File: src/rtl/imem_boot_loader_pkg.sv
// Shared types and constants for the instruction-memory boot loader.
package imem_boot_loader_pkg;

    localparam int WORD_W     = 32;
    localparam int WORD_BYTES = 4;

    typedef enum logic [2:0] {
        HDR_HI = 3'd0,
        HDR_LO = 3'd1,
        DATA   = 3'd2,
        CHK    = 3'd3,
        RUN    = 3'd4,
        ERR    = 3'd5
    } boot_state_t;

endpackage

File: src/rtl/imem_boot_loader_boot_word_assembler.sv
// Packs bytes MSB-first into 32-bit words and keeps a running XOR of every byte seen.
// Latency: word_dat/word_done appear the cycle after the 4th byte; byte_last is combinational.
// Backpressure: none, accepts a byte on every cycle byte_vld is high.
module boot_word_assembler
    import imem_boot_loader_pkg::*;
(
    input  logic              clk,
    input  logic              reset,
    input  logic              clear,
    input  logic              byte_vld,
    input  logic [7:0]        byte_dat,
    output logic              byte_last,
    output logic [WORD_W-1:0] word_dat,
    output logic              word_done,
    output logic [7:0]        csum
);

    logic [1:0]  byte_idx;
    logic [23:0] shift_q;

    assign byte_last = (byte_idx == 2'd3);

    // word_dat is held separately from the shift register so a byte arriving
    // in the strobe cycle cannot disturb the word being written.
    always_ff @(posedge clk) begin
        if (reset) begin
            byte_idx  <= 2'd0;
            shift_q   <= 24'd0;
            word_dat  <= '0;
            word_done <= 1'b0;
            csum      <= 8'd0;
        end else if (clear) begin
            byte_idx  <= 2'd0;
            shift_q   <= 24'd0;
            word_done <= 1'b0;
            csum      <= 8'd0;
        end else begin
            word_done <= 1'b0;
            if (byte_vld) begin
                csum <= csum ^ byte_dat;
                if (byte_last) begin
                    word_dat  <= {shift_q, byte_dat};
                    word_done <= 1'b1;
                    byte_idx  <= 2'd0;
                end else begin
                    shift_q  <= {shift_q[15:0], byte_dat};
                    byte_idx <= byte_idx + 2'd1;
                end
            end
        end
    end

endmodule

File: src/rtl/imem_boot_loader.sv
// Loads a counted, XOR-checksummed byte stream into instruction memory, then releases the core.
// Latency: each word is written the cycle after its 4th byte; cpu_run/load_err the cycle after the deciding byte.
// Backpressure: in_ready is high while loading and drops for good once the load passes or fails.
module imem_boot_loader
    import imem_boot_loader_pkg::*;
#(
    parameter logic [31:0] BASE_ADDR = 32'h0000_0000,
    parameter int          MAX_WORDS = 256
) (
    input  logic              clk,
    input  logic              reset,
    input  logic              in_valid,
    input  logic [7:0]        in_byte,
    output logic              in_ready,
    output logic              imem_we,
    output logic [31:0]       imem_addr,
    output logic [WORD_W-1:0] imem_wdata,
    output logic [15:0]       loaded_words,
    output logic              cpu_run,
    output logic              load_err
);

    localparam logic [15:0] MAX_N  = 16'(MAX_WORDS);
    localparam logic [31:0] STRIDE = 32'(WORD_BYTES);

    boot_state_t state;
    logic [7:0]  cnt_hi;
    logic [15:0] word_total;
    logic [31:0] addr_nxt;
    logic [15:0] hdr_n;
    logic [7:0]  csum;
    logic        xfer;
    logic        asm_vld;
    logic        asm_last;
    logic        word_fire;
    logic        asm_clear;

    assign xfer      = in_valid && in_ready;
    assign hdr_n     = {cnt_hi, in_byte};
    assign asm_vld   = xfer && (state == DATA);
    assign word_fire = asm_vld && asm_last;
    assign asm_clear = xfer && (state == HDR_LO);

    boot_word_assembler u_asm (
        .clk       (clk),
        .reset     (reset),
        .clear     (asm_clear),
        .byte_vld  (asm_vld),
        .byte_dat  (in_byte),
        .byte_last (asm_last),
        .word_dat  (imem_wdata),
        .word_done (imem_we),
        .csum      (csum)
    );

    always_ff @(posedge clk) begin
        if (reset) begin
            state        <= HDR_HI;
            in_ready     <= 1'b0;
            cnt_hi       <= 8'd0;
            word_total   <= 16'd0;
            loaded_words <= 16'd0;
            imem_addr    <= BASE_ADDR;
            addr_nxt     <= BASE_ADDR;
            cpu_run      <= 1'b0;
            load_err     <= 1'b0;
        end else begin
            // The address and count land in the same cycle as the assembler's strobe.
            if (word_fire) begin
                imem_addr    <= addr_nxt;
                addr_nxt     <= addr_nxt + STRIDE;
                loaded_words <= loaded_words + 16'd1;
            end
            case (state)
                HDR_HI: begin
                    in_ready <= 1'b1;
                    if (xfer) begin
                        cnt_hi <= in_byte;
                        state  <= HDR_LO;
                    end
                end
                HDR_LO: begin
                    if (xfer) begin
                        word_total <= hdr_n;
                        if (hdr_n == 16'd0) begin
                            state <= CHK;
                        end else if (hdr_n > MAX_N) begin
                            state    <= ERR;
                            in_ready <= 1'b0;
                            load_err <= 1'b1;
                        end else begin
                            state <= DATA;
                        end
                    end
                end
                DATA: begin
                    if (word_fire && (loaded_words + 16'd1 == word_total)) begin
                        state <= CHK;
                    end
                end
                CHK: begin
                    if (xfer) begin
                        in_ready <= 1'b0;
                        if (in_byte == csum) begin
                            state   <= RUN;
                            cpu_run <= 1'b1;
                        end else begin
                            state    <= ERR;
                            load_err <= 1'b1;
                        end
                    end
                end
                default: begin
                    in_ready <= 1'b0;
                end
            endcase
        end
    end

endmodule
File: config.mk
export PLATFORM = sky130hd
export DESIGN_NAME = imem_boot_loader
export DESIGN_NICKNAME = d
export VERILOG_FILES = /design/src/rtl/imem_boot_loader_pkg.sv /design/src/rtl/imem_boot_loader_boot_word_assembler.sv /design/src/rtl/imem_boot_loader.sv
export SDC_FILE = /design/constraint.sdc
export NUM_CORES = 1
export LEC_CHECK = 0
export CAP_MARGIN = 15
export CORE_MARGIN = 4
export CORE_UTILIZATION = 49
export DETAILED_ROUTE_END_ITERATION = 8
export PLACE_DENSITY = 0.83
export RECOVER_POWER = 50
export SYNTH_ARGS = -nofsm -noshare
export SYNTH_HDL_FRONTEND = slang
export SYNTH_SLANG_ARGS = --single-unit
File: constraint.sdc
create_clock -name clk -period 2.25 [get_ports clk]
set_input_delay 0.45 -clock clk [delete_from_list [all_inputs] [get_ports clk]]
set_output_delay 0.45 -clock clk [all_outputs]
set_load 0.005 [all_outputs]
## Word level (Yosys, flattened, before mapping)

Cells that the tools add are included.

| cells by class | value |
|---|---|
| eq/ne operators | 13 |
| order comparisons | 1 |
| reductions and logical operators | 19 |
| $add $sub $neg | 3 |
| mux-type cells | 21 |
| bitwise operators | 5 |

Operators with widths:

| cell | count |
|---|---|
| $add A32 B3 Y32 const B | 1 |
| $mux W3 | 6 |
| $add A16 B1 Y16 const B | 1 |
| $eq A16 B16 Y1 | 1 |
| $gt A16 B9 Y1 const B | 1 |
| $logic_not A16 Y1 | 1 |
| $pmux W3 S4 | 1 |
| $mux W1 | 11 |
| $ne A2 B2 Y1 const B | 5 |
| $reduce_and A5 Y1 | 2 |
| $eq A8 B8 Y1 | 1 |
| $xor A8 B8 Y8 | 1 |
| $eq A3 B2 Y1 const B | 2 |
| $reduce_and A2 Y1 | 3 |
| $reduce_and A3 Y1 | 2 |
| $reduce_and A6 Y1 | 1 |
| $logic_and A1 B1 Y1 | 5 |
| $ne A2 B1 Y1 const B | 2 |
| $not A1 Y1 | 4 |
| $pmux W1 S4 | 1 |
| $reduce_bool A4 Y1 | 1 |
| $eq A3 B1 Y1 const B | 1 |
| $logic_not A3 Y1 | 1 |
| $reduce_or A3 Y1 | 1 |
| 6 further kinds | 6 |

| word-level totals | value |
|---|---|
| register bits | 177 |
| output and inout port bits | 84 |

## Logic depth before layout (Yosys ltp)

| logic depth | value |
|---|---|
| word-level depth | 6 |
| gate-level depth with buffers | 9 |
| mapped depth without buffers | 8 |

## Cells and area by module

Synthesis repeated with hierarchy kept, for this count alone.

| unflattened totals | value |
|---|---|
| cells, all modules | 888 |
| area, all modules | 7282.0 um2 |

By module, submodules not included:

| module | cells each | area each (um2) | times used | sequential area each (um2) |
|---|---|---|---|---|
| imem_boot_loader | 594 | 4808.4 | 1 | 2122.0 |
| boot_word_assembler | 294 | 2473.6 | 1 | 1341.3 |

## Worst setup path after synthesis

OpenSTA, ideal clock, no wires.

| timing path | value |
|---|---|
| path type | register to register |
| from | register loaded_words[0] |
| to | register state[0] |
| setup time | 0.072 ns |
| stages on the path, launching flop included | 9 |
| path buffers | 0 |
| data arrival time | 2.267 ns |
| path slack | -0.089 ns |
| period minus slack after synthesis | 2.339 ns |
| cell sequence | dfxtp_1 > ha_1 > nand4_1 > or2_1 > or3b_1 > a2111oi_0 > o2111ai_1 > o21ai_2 > mux2i_1 |

| on the way | value |
|---|---|
| longest elaborated chain between the ends | 5 |

RTL lines:

| element | RTL line | source |
|---|---|---|
| start: declaration | imem_boot_loader.sv:18 | `output logic [15:0] loaded_words,` |
| start signal: assignment | imem_boot_loader.sv:72 | `loaded_words <= loaded_words + 16'd1;` |
| $add A16 B1 Y16 | imem_boot_loader.sv:97 | `if (word_fire && (loaded_words + 16'd1 == word_total)) begin` |
| $eq A16 B16 Y1 | imem_boot_loader.sv:97 |  |
| $logic_and A1 B1 Y1 | imem_boot_loader.sv:97 |  |
| $ne A2 B1 Y1 (no line) | - |  |
| $reduce_and A5 Y1 (no line) | - |  |
| end signal: assignment | imem_boot_loader.sv:98 | `state <= CHK;` |
| end signal: assignment | imem_boot_loader.sv:105 | `state <= RUN;` |
| end signal: assignment | imem_boot_loader.sv:108 | `state <= ERR;` |
| end: declaration | imem_boot_loader.sv:26 | `boot_state_t state;` |

No other way between the ends.
A chain may end at the register's enable or synchronous reset.

## Worst setup path in the final report

| timing path | value |
|---|---|
| from | register loaded_words[1] |
| to | register state[0] |

Same word-level chain as after synthesis.

==> results.rst <==
.. list-table::
   :header-rows: 1

   * - Metric
     - Value
   * - Share of synthesized flip-flops with an asynchronous set or reset
     - 0%
   * - First-pass GRT wire length
     - 28700 um
   * - Critical path capture point type
     - flip-flop
   * - Violations in the final reports
     - negative setup slack
   * - Worst setup path end
     - state[0]$_SDFFE_PP0P_
   * - Total global-route track usage
     - 21.5%
   * - Pwr/cell area
     - 676 nW/um^2
   * - Clock transition at the register clock pins on the worst setup and hold paths after CTS
     - 0.06 ns
   * - Effective utilization at floorplan
     - 50.3%
   * - Clock skew after layout
     - 0.00738 ns
   * - Register-to-Register Setup Slack
     - -0.02 ns
   * - Post-route DRC
     - 0
   * - Worst setup path category
     - reg -> reg
   * - Final instance area
     - 9090 um^2
   * - Area growth from synthesis to layout
     - 29.6%
   * - Capturing point of the worst reg2reg path
     - state[0]$_SDFFE_PP0P_
   * - Total placed cells including tap cells
     - 1158
   * - Max Root-Sink Buffers
     - 2
   * - Final estimated routing congestion in global placement
     - 0.877
   * - Final worst path period need
     - 2.27 ns
   * - Core footprint
     - 13900 um^2
   * - Final wirelength
     - 17100 um
   * - Unrepaired setup endpoints after global routing
     - yes
   * - Most frequent cells in the layout
     - 254 x nand2_1, 171 x dfxtp_1, 115 x a21oi_1
   * - Area after detailed placement
     - 8540 um^2
   * - Clock tree root driver cell
     - clkbuf_16
   * - Detail Placement HPWL
     - 11900 um
   * - Total of max-cap violations
     - 0
   * - Pin count of the biggest net entering global routing
     - 70
   * - Post-synthesis register bit count
     - 173
   * - Number of sinks driven by the clock tree
     - 173
   * - Share of power burned in the clock network
     - 45.4%
   * - Final global-route overflow total
     - 0
   * - Number of setup violations in the final report
     - 1
   * - Total design power
     - 6.15 mW
   * - Flop pwr share
     - 50.5%
   * - Drt pass-1 iters
     - 5
   * - Switching power
     - 1.40 mW
   * - Static leakage power
     - 3.37 nW
   * - Worst-path maximum fanout
     - 2
   * - Number of H-tree levels
     - 4
   * - Worst-case setup margin in the final layout
     - -0.0240 ns
   * - DRC marker count from the first detailed-route iteration
     - 357
   * - Fraction of final layout cells with drive strength greater than 1
     - 11.0%
   * - Non-filler cells, final
     - 1189
   * - Number of global-route vias before repair
     - 6102
   * - Post-route ant nets
     - 0
   * - Post-DR wirelength/cell
     - 14.3 um
   * - CP Launch Point
     - loaded_words[1]$_SDFFE_PP0P_
   * - Tightest Pin Transition
     - 0.712 ns
   * - Core occupancy in the finished layout
     - 65.2%
   * - Via count
     - 6273
   * - Number of hold violations in the final report
     - 0
   * - Antenna Diode Count
     - 0
   * - Number of warnings reported in the yosys synthesis log
     - 0
   * - Number of flops mapped to enable cells by yosys
     - 0
   * - Synth Cell Area
     - 7010 um^2
   * - Classification of the worst-slack hold path
     - in -> reg
   * - Max Slew Vio Count
     - 0
   * - Data required, critical path
     - 2.61 ns
   * - # hold bufs at CTS
     - 0
   * - Clock tree from TritonCTS
     - yes
   * - Length in cells of the worst reg-to-reg path
     - 8
   * - Number of nets at the end of the flow
     - 1012
   * - Final-layout worst hold slack
     - 0.421 ns
   * - Via density per instance
     - 5.28
   * - Internal power
     - 4.74 mW
   * - Top cell type's share of synthesized area
     - 49.4%
   * - Net Sw Frac
     - 22.8%
   * - Headroom to the max-slew limit
     - 52.5%
   * - # port buffers
     - 92
   * - IR Drop Worst-Case VDD
     - 0.000513 V
   * - Most frequently used flop master after synthesis
     - dfxtp_1
   * - Leading cell type in the layout, fill and taps excluded
     - nand2_1
   * - Post-synthesis cell count
     - 878
   * - Nature of the critical path startpoint
     - flip-flop
   * - Number of CTS-inserted buffers
     - 17
   * - Number of standard-cell rows in the floorplan
     - 43
   * - Result of the run
     - complete, but fails checks
   * - Combinational share of power
     - 4.2%
   * - Post-synthesis sequential area ratio
     - 49.4%
   * - Post-Place Worst Slack
     - -0.569 ns
   * - Width of the die
     - 128 um
   * - Top cells by area, synth
     - dfxtp_1 49%, nand2_1 14%, a21oi_1 8.2%
   * - Worst R2R Start
     - loaded_words[1]$_SDFFE_PP0P_
   * - Max Clock Freq
     - 440 MHz
   * - IO Pins
     - 95
   * - Distinct cell type count of the synthesized netlist
     - 43
   * - Clock network latency to the later pin of the worst-skew pair
     - 0.43 ns
   * - Period Utilization, post-route
     - 101%
   * - Die outline area
     - 16300 um^2
   * - Chip Height
     - 128 um
   * - Arrival time worst endpoint
     - 2.63 ns
   * - Leading area contributor after synthesis
     - dfxtp_1
   * - Synthesized area per cell
     - 7.99 um^2
   * - Antenna violations before repair
     - 0
   * - Summed negative setup slack over all endpoints
     - -0.0240 ns
[final cells by class]
class	instances	area [um^2]
tap	180	225
clock buffer	19	443
multi-input combinational	643	3370
sequential	173	3470
clock inverter	11	110
timing repair buffer	159	1460
inverter	4	15.0
fill	1103	4840
[flip-flops by register name (all words and copies together), names as in the netlist, 2 cells and up]
signal / cells
loaded_words: 16
u_asm.word_dat: 32
state: 3
addr_nxt: 30
imem_addr: 30
u_asm.shift_q: 24
u_asm.byte_idx: 2
word_total: 16
u_asm.csum: 8
cnt_hi: 8
[cells by family (layout without fill, tap and decap cells)]
group | Yosys count | after routing | share of synthesized area (%)
compound gates | 137 | 137 | 10.2
fa+ha+maj | 3 | 3 | 0.535
buf+inv | 63 | 193 | 3.57
flops | 173 | 173 | 49.4
mux | 3 | 3 | 0.446
xor+xnor | 83 | 83 | 10.4
simple gates | 415 | 415 | 25.4
other cells | 1 | 2 | 0.0535
[power groups by stage]
stage / Combinational (mW) / Sequential, mW / Clock [mW]
4_1_cts: 0.264 / 3.10 / 2.82
6_report: 0.256 / 3.10 / 2.79
5_1_grt: 0.283 / 3.10 / 2.96
3_3_place_gp: 0.258 / 3.17 / 0
2_1_floorplan: 0.149 / 3.17 / 0
3_5_place_dp: 0.261 / 3.17 / 0
[worst min-delay path by stage]
stage | from | end | cells after the start
final | reset | state[1]$_SDFFE_PP0P_ | 2
after CTS | reset | state[1]$_SDFFE_PP0P_ | 2
after global routing | reset | state[1]$_SDFFE_PP0P_ | 2
after floorplan | u_asm.shift_q[16]$_SDFFE_PP0P_ | u_asm.word_dat[24]$_SDFFE_PP0P_ | 2
after global placement | u_asm.shift_q[21]$_SDFFE_PP0P_ | u_asm.word_dat[29]$_SDFFE_PP0P_ | 2
after detailed placement | u_asm.word_dat[26]$_SDFFE_PP0P_ | u_asm.word_dat[26]$_SDFFE_PP0P_ | 2
[metal layers]
layer / track usage, % / routed length [um] / vias to the layer above / share of wire, %
met2: 35.3 / 8180 / 216 / 48
met4: 7.74 / 376 / 0 / 2.2
li1: - / - / 3110 / -
met3: 4.68 / 1050 / 37 / 6.2
met5: 0 / 0 / - / 0
met1: 28.0 / 7450 / 2910 / 44
[synthesized netlist by cell type, types with 2 or more instances]
library cell / count
nand4_1: 13
nand3_1: 24
nand2_1: 255
and4_1: 4
nor3_1: 13
or2_2: 2
dfxtp_1: 173
or2_1: 2
nor2b_1: 2
ha_1: 3
mux2i_1: 2
xor2_1: 43
clkbuf_1: 50
xnor2_1: 40
inv_1: 4
buf_1: 2
or3_1: 3
nor4_2: 2
buf_4: 2
buf_2: 4
a21oi_1: 115
a31oi_1: 4
o21ai_0: 10
nor4_1: 6
and3_1: 10
nor2_1: 73
[repair_timing]
action / 4_1_cts / 5_1_grt
resized for setup: 3 / 10
pin swaps: 0 / 8
setup endpoints to repair: 5 / 14
setup buffers: 0 / 1
[worst max-delay path, cell delays in order (launching register included)]
cell and delay, ns:
dfxtp_2 0.35, ha_4 0.14, nand4_1 0.10, or2_1 0.28, or3b_4 0.39, a2111oi_4 0.38, o2111ai_2 0.17, o21ai_2 0.19
mux2i_1 0.20
(Power assumes the default switching activity.)
